`config.mk`:
```
export PLATFORM = sky130hd
export DESIGN_NAME = multi_cycle_control_fsm
export DESIGN_NICKNAME = d
export VERILOG_FILES = /design/src/rtl/multi_cycle_control_fsm.sv
export SDC_FILE = /design/constraint.sdc
export NUM_CORES = 1
export LEC_CHECK = 0
export ABC_AREA = 1
export CORE_AREA = 2 2 50 52
export CTS_BUF_LIST = sky130_fd_sc_hd__clkbuf_4
export CTS_CLUSTER_DIAMETER = 60
export CTS_CLUSTER_SIZE = 10
export DETAILED_ROUTE_END_ITERATION = 6
export DIE_AREA = 0 0 52 54
export PLACE_DENSITY = 0.83
export SLEW_MARGIN = 20
export SYNTH_ARGS = -nofsm -noshare
export SYNTH_HDL_FRONTEND = slang
export SYNTH_SLANG_ARGS = --single-unit
```
`constraint.sdc`:
```
create_clock -name clk -period 4.98 [get_ports clk]
set_input_delay 1.494 -clock clk [delete_from_list [all_inputs] [get_ports clk]]
set_output_delay 1.494 -clock clk [all_outputs]
set_load 0.01 [all_outputs]
```
`src/rtl/multi_cycle_control_fsm.sv`:
```
// Multicycle ARM controller: sequences fetch/decode/execute over a shared ALU and memory.
// Optional MEM_WAIT_EN: FETCH, MEMRD and MEMWR stall until mem_ready.
module multi_cycle_control_fsm #(
    parameter int STATE_W = 4
) (
    input  logic               clk,
    input  logic               reset,
    input  logic [1:0]         op,
    input  logic [5:0]         funct,
    input  logic [3:0]         rd,
    input  logic [3:0]         cond,
    input  logic [3:0]         alu_flags,
    input  logic               mem_ready,
    output logic               pc_write,
    output logic               ir_write,
    output logic               reg_write,
    output logic               mem_write,
    output logic               adr_src,
    output logic [1:0]         alu_src_a,
    output logic [1:0]         alu_src_b,
    output logic [1:0]         result_src,
    output logic [1:0]         imm_src,
    output logic [1:0]         reg_src,
    output logic [2:0]         alu_ctl,
    output logic [3:0]         flags,
    output logic               instr_done,
    output logic               illegal_op,
    output logic [STATE_W-1:0] dbg_state
);

    typedef enum logic [STATE_W-1:0] {
        FETCH  = STATE_W'(0),
        DECODE = STATE_W'(1),
        MEMADR = STATE_W'(2),
        MEMRD  = STATE_W'(3),
        MEMWB  = STATE_W'(4),
        MEMWR  = STATE_W'(5),
        EXECR  = STATE_W'(6),
        EXECI  = STATE_W'(7),
        ALUWB  = STATE_W'(8),
        BRANCH = STATE_W'(9)
    } state_t;

    localparam logic [2:0] ALU_ADD = 3'b000;
    localparam logic [2:0] ALU_SUB = 3'b001;
    localparam logic [2:0] ALU_AND = 3'b010;
    localparam logic [2:0] ALU_ORR = 3'b011;

`ifdef MEM_WAIT_EN
    localparam logic WAIT_EN = 1'b1;
`else
    localparam logic WAIT_EN = 1'b0;
`endif

    state_t     state_reg, state_next;
    logic [3:0] flags_reg, flags_next;
    logic       cond_ok;
    logic       mem_ok;
    logic       i_bit, s_bit, rd_pc;
    logic [2:0] dp_alu_ctl;
    logic       dp_writes;

    assign mem_ok    = mem_ready | ~WAIT_EN;
    assign i_bit     = funct[5];
    assign s_bit     = funct[0];
    assign rd_pc     = (rd == 4'd15);
    assign flags     = flags_reg;
    assign dbg_state = state_reg;

    always_ff @(posedge clk or negedge reset) begin
        if (!reset) begin
            state_reg <= FETCH;
            flags_reg <= 4'b0000;
        end else begin
            state_reg <= state_next;
            flags_reg <= flags_next;
        end
    end

    // Condition evaluated against the flag register as it stands this cycle (N,Z,C,V = [3:0]).
    always_comb begin
        cond_ok = 1'b0;
        case (cond)
            4'b0000: cond_ok = flags_reg[2];
            4'b0001: cond_ok = ~flags_reg[2];
            4'b0010: cond_ok = flags_reg[1];
            4'b0011: cond_ok = ~flags_reg[1];
            4'b0100: cond_ok = flags_reg[3];
            4'b0101: cond_ok = ~flags_reg[3];
            4'b0110: cond_ok = flags_reg[0];
            4'b0111: cond_ok = ~flags_reg[0];
            4'b1000: cond_ok = flags_reg[1] & ~flags_reg[2];
            4'b1001: cond_ok = ~flags_reg[1] | flags_reg[2];
            4'b1010: cond_ok = ~(flags_reg[3] ^ flags_reg[0]);
            4'b1011: cond_ok = flags_reg[3] ^ flags_reg[0];
            4'b1100: cond_ok = ~flags_reg[2] & ~(flags_reg[3] ^ flags_reg[0]);
            4'b1101: cond_ok = flags_reg[2] | (flags_reg[3] ^ flags_reg[0]);
            4'b1110: cond_ok = 1'b1;
            default: cond_ok = 1'b0;
        endcase
    end

    // CMP computes a SUB for its flags only; unknown commands fall back to ADD with no writeback.
    always_comb begin
        dp_alu_ctl = ALU_ADD;
        dp_writes  = 1'b0;
        case (funct[4:1])
            4'b0100: begin dp_alu_ctl = ALU_ADD; dp_writes = 1'b1; end
            4'b0010: begin dp_alu_ctl = ALU_SUB; dp_writes = 1'b1; end
            4'b0000: begin dp_alu_ctl = ALU_AND; dp_writes = 1'b1; end
            4'b1100: begin dp_alu_ctl = ALU_ORR; dp_writes = 1'b1; end
            4'b1010: dp_alu_ctl = ALU_SUB;
            default: dp_alu_ctl = ALU_ADD;
        endcase
    end

    always_comb begin
        state_next = FETCH;
        flags_next = flags_reg;
        pc_write   = 1'b0;
        ir_write   = 1'b0;
        reg_write  = 1'b0;
        mem_write  = 1'b0;
        adr_src    = 1'b0;
        alu_src_a  = 2'b00;
        alu_src_b  = 2'b00;
        result_src = 2'b00;
        imm_src    = 2'b00;
        reg_src    = 2'b00;
        alu_ctl    = ALU_ADD;
        illegal_op = 1'b0;
        instr_done = 1'b0;
        case (state_reg)
            FETCH: begin
                alu_src_a  = 2'b01;
                alu_src_b  = 2'b10;
                result_src = 2'b10;
                if (mem_ok) begin
                    ir_write   = 1'b1;
                    pc_write   = 1'b1;
                    state_next = DECODE;
                end else begin
                    state_next = FETCH;
                end
            end
            DECODE: begin
                alu_src_a = 2'b01;
                alu_src_b = 2'b10;
                case (op)
                    2'b01:   state_next = MEMADR;
                    2'b00:   state_next = i_bit ? EXECI : EXECR;
                    2'b10:   state_next = BRANCH;
                    default: begin
                        state_next = FETCH;
                        illegal_op = 1'b1;
                    end
                endcase
            end
            MEMADR: begin
                alu_src_b  = 2'b01;
                imm_src    = 2'b01;
                state_next = s_bit ? MEMRD : MEMWR;
            end
            MEMRD: begin
                adr_src    = 1'b1;
                state_next = mem_ok ? MEMWB : MEMRD;
            end
            MEMWB, ALUWB: begin
                result_src = (state_reg == MEMWB) ? 2'b01 : 2'b00;
                // A write to r15 is steered into the PC instead of the register file.
                reg_write  = cond_ok & ~rd_pc;
                pc_write   = cond_ok & rd_pc;
                state_next = FETCH;
            end
            MEMWR: begin
                adr_src    = 1'b1;
                reg_src    = 2'b10;
                mem_write  = cond_ok;
                state_next = mem_ok ? FETCH : MEMWR;
            end
            EXECR, EXECI: begin
                alu_src_b  = (state_reg == EXECI) ? 2'b01 : 2'b00;
                alu_ctl    = dp_alu_ctl;
                if (s_bit && cond_ok) begin
                    flags_next = alu_flags;
                end
                state_next = dp_writes ? ALUWB : FETCH;
            end
            BRANCH: begin
                alu_src_a  = 2'b10;
                alu_src_b  = 2'b01;
                imm_src    = 2'b10;
                result_src = 2'b10;
                pc_write   = cond_ok;
                state_next = FETCH;
            end
            default: state_next = FETCH;
        endcase

        instr_done = (state_next == FETCH) && (state_reg != FETCH);

        // Writes must vanish the moment reset asserts, not at the next edge.
        if (!reset) begin
            pc_write   = 1'b0;
            ir_write   = 1'b0;
            reg_write  = 1'b0;
            mem_write  = 1'b0;
            instr_done = 1'b0;
            illegal_op = 1'b0;
        end
    end

endmodule

```
==> results_dict.tcl <==
set metrics [dict create \
    timing.critical_path.to_type "primary output" \
    timing.max_cap.violations 0 \
    num_vias 1104 \
    grt_start_max_net_pins 10 \
    crit_fanout 4 \
    post_synth_top_area_cell "sky130_fd_sc_hd__dfrtp_1" \
    synth_edf_count 0 \
    result_of_the_run "finished, final reports clean" \
    cts.reportedPaths.clkPinSlew_ns 0.05 \
    max_freq_mhz 212.9 \
    synthesis_to_layout_area_growth_pct 59.72 \
    grt_pass1_vias 971 \
    synth_async_sr_flop_share_pct 100.0 \
    cts_max_path_buffers 2 \
    detailed_placer_s_ending_hpwl_um 2090 \
    drt-initial-drc-count 23 \
    routedWlPerCell_um 10.51 \
    postSynthAreaPerCell_um2 5.964 \
    tritoncts_num_sinks 8 \
    drive_gt1_share_pct 13.57 \
    timing_worst_setup_path_type "in2out" \
    setup_repair_after_global_routing_missed_its_margin "no" \
    place_congestion 0.8804 \
    core_um2 2320 \
    post-route-cell-area_um2 1429 \
    die_h_um 54 \
    r2r.worst_path.cells 11 \
    syn_inst 150 \
    synth_seq_area_share_pct 22.38 \
    cellLeakagePower_nw 0.7450 \
    cell_with_the_most_instances_after_synthesis "sky130_fd_sc_hd__nand2_1" \
    ir_drop_worst_case_vdd_v 0.0002192 \
    hold_path_depth 2 \
    top_post_synthesis_cells_by_area "sky130_fd_sc_hd__dfrtp_1, sky130_fd_sc_hd__nand2_1, sky130_fd_sc_hd__inv_1, sky130_fd_sc_hd__nor2_1, sky130_fd_sc_hd__nand3_1" \
    drc 0 \
    setup-tns-final_ns 0 \
    track_usage_pct 17.67 \
    post_cts_buffers 0 \
    dieArea_um2 2808 \
    yosys.area.top_type_share_pct 22.38 \
    yosysUniqueCellTypes 30 \
    synth.cells.most_frequent "sky130_fd_sc_hd__nand2_1, sky130_fd_sc_hd__inv_1, sky130_fd_sc_hd__nor2_1" \
    postSynthRegisterBits 8 \
    rows 18 \
    cp_data_arrival_time_ns 3.20 \
    netlist_area_pre_place_um2 894.6 \
    drt-vias-per-instance 4.821 \
    root_buffer "sky130_fd_sc_hd__clkbuf_4" \
    worst_hold_path_type "reg2reg" \
    finalSetupViolCount 0 \
    worstSkewPairLatency_ns 0.24 \
    start_util_pct 38.57 \
    postPlaceCellArea_um2 1394 \
    synth_warnings 0 \
    synthFlopType "sky130_fd_sc_hd__dfrtp_1" \
    startpoint_class_of_the_critical_path "input port" \
    fp.dieW_um 52 \
    cts_tree "done" \
    cts_made_buffers 3 \
    clock_tree.htree_level_count 1 \
    pwr_density_cell_nw_per_um2 413.5 \
    design.final.nets 224 \
    holdWs_ns 0.5391 \
    wirelength_um 2407 \
    final_period_minus_worst_setup_slack_ns 4.698 \
    firstDrtPassIters 4 \
    skew_final_ns 0.002978 \
    antenna-diode-count 0 \
    grt_first_pass_wirelength_um 3898 \
    timing_hold_violations_final 0 \
    grt_overflow_total 0 \
    maxSlewViolCount 0 \
    port_buffers 47 \
    antenna_found_initial 0 \
    min_period_over_period_pct 94.33 \
    ioPinCount 51 \
    crit_required_ns 3.49 \
    ant_nets 0 \
]
## worst max-delay path, stage by stage
cell and delay, ns:
sky130_fd_sc_hd__clkdlybuf4s50_1 0.53, sky130_fd_sc_hd__nor2_1 0.07, sky130_fd_sc_hd__o21bai_1 0.16, sky130_fd_sc_hd__a32oi_1 0.23, sky130_fd_sc_hd__nand2_1 0.07, sky130_fd_sc_hd__nor2_1 0.10, sky130_fd_sc_hd__clkdlybuf4s50_1 0.54
## power breakdown
group / internal (mW) / switching, mW
Combinational: 0.209 / 0.216
Clock: 0.0273 / 0.0187
Sequential: 0.0900 / 0.0306
Total: 0.326 / 0.265
## cell type report
type | instances | area (µm²)
flip-flops and latches | 8 | 200.2
clock buffers | 3 | 22.52
multi-input cells | 108 | 556.8
inverters | 31 | 116.4
fillers | 212 | 890.9
well taps | 30 | 37.54
repair buffers | 49 | 495.5
## layout by cell type (no fill, tap or decap), drive strengths merged
cell,synthesis,layout
o211ai,1,1
nor3,3,3
o21bai,2,2
nand2,41,41
dfrtp,8,8
clkinv,1,1
o22ai,1,1
clkdlybuf4s50,0,43
a31oi,1,1
inv,30,30
dlymetal6s2s,0,4
nor2,27,27
a21boi,1,1
a21oi,2,2
nand3b,1,1
conb,1,2
clkbuf,0,3
o21ai,3,3
buf,4,2
nand3,18,18
o311ai,1,1
a32oi,1,1
nor4,1,1
a2111oi,1,1
nand4,1,1
## routing by layer
layer | global-route usage, % | share of wire, % | vias up
li1 | - | - | 566
met1 | 20.74 | 39 | 506
met2 | 35.02 | 56 | 30
met3 | 0.8333 | 4.6 | 2
met4 | 3.947 | 0.58 | 0
met5 | 0 | 0 | -
## cells by family (layout without fill, tap and decap cells)
kind of cell / Yosys count / after routing / synth area share [%]
buf+inv: 35 / 83 / 16.08
other cells: 1 / 2 / 0.4192
flops: 8 / 8 / 22.38
compound gates: 14 / 14 / 11.47
simple gates: 92 / 92 / 49.65
## metrics by stage
stage	std cells	util [%]	worst slack, ns	total power [mW]
final	229	61.60	0.2822	0.5908
after global routing	229	61.60	0.1139	0.6504
after CTS	229	61.06	0.09138	0.5937
after detailed placement	226	60.09	0.09567	0.5454
after global placement	226	60.09	0.1458	0.5357
after floorplan	151	-	1.114	0.3516
## final timing paths
| path | start | to | slack [ns] |
|---|---|---|---|
| worst max-delay path | funct[3] | instr_done | 0.28 |
| max in group asynchronous | reset | dbg_state[0] | 3.22 |
| worst max register to register | flags[3] | flags[3] | 3.51 |
| worst min-delay path | flags[1] | flags[1] | 0.54 |
| worst min register to register | flags[1] | flags[1] | 0.54 |
| min in group asynchronous | reset | dbg_state[1] | 1.44 |
## repair_timing
action	CTS	global route
gates resized for setup	0	6
hold buffers	0	0
endpoints found under the setup margin	0	3
(Power assumes the default switching activity.)
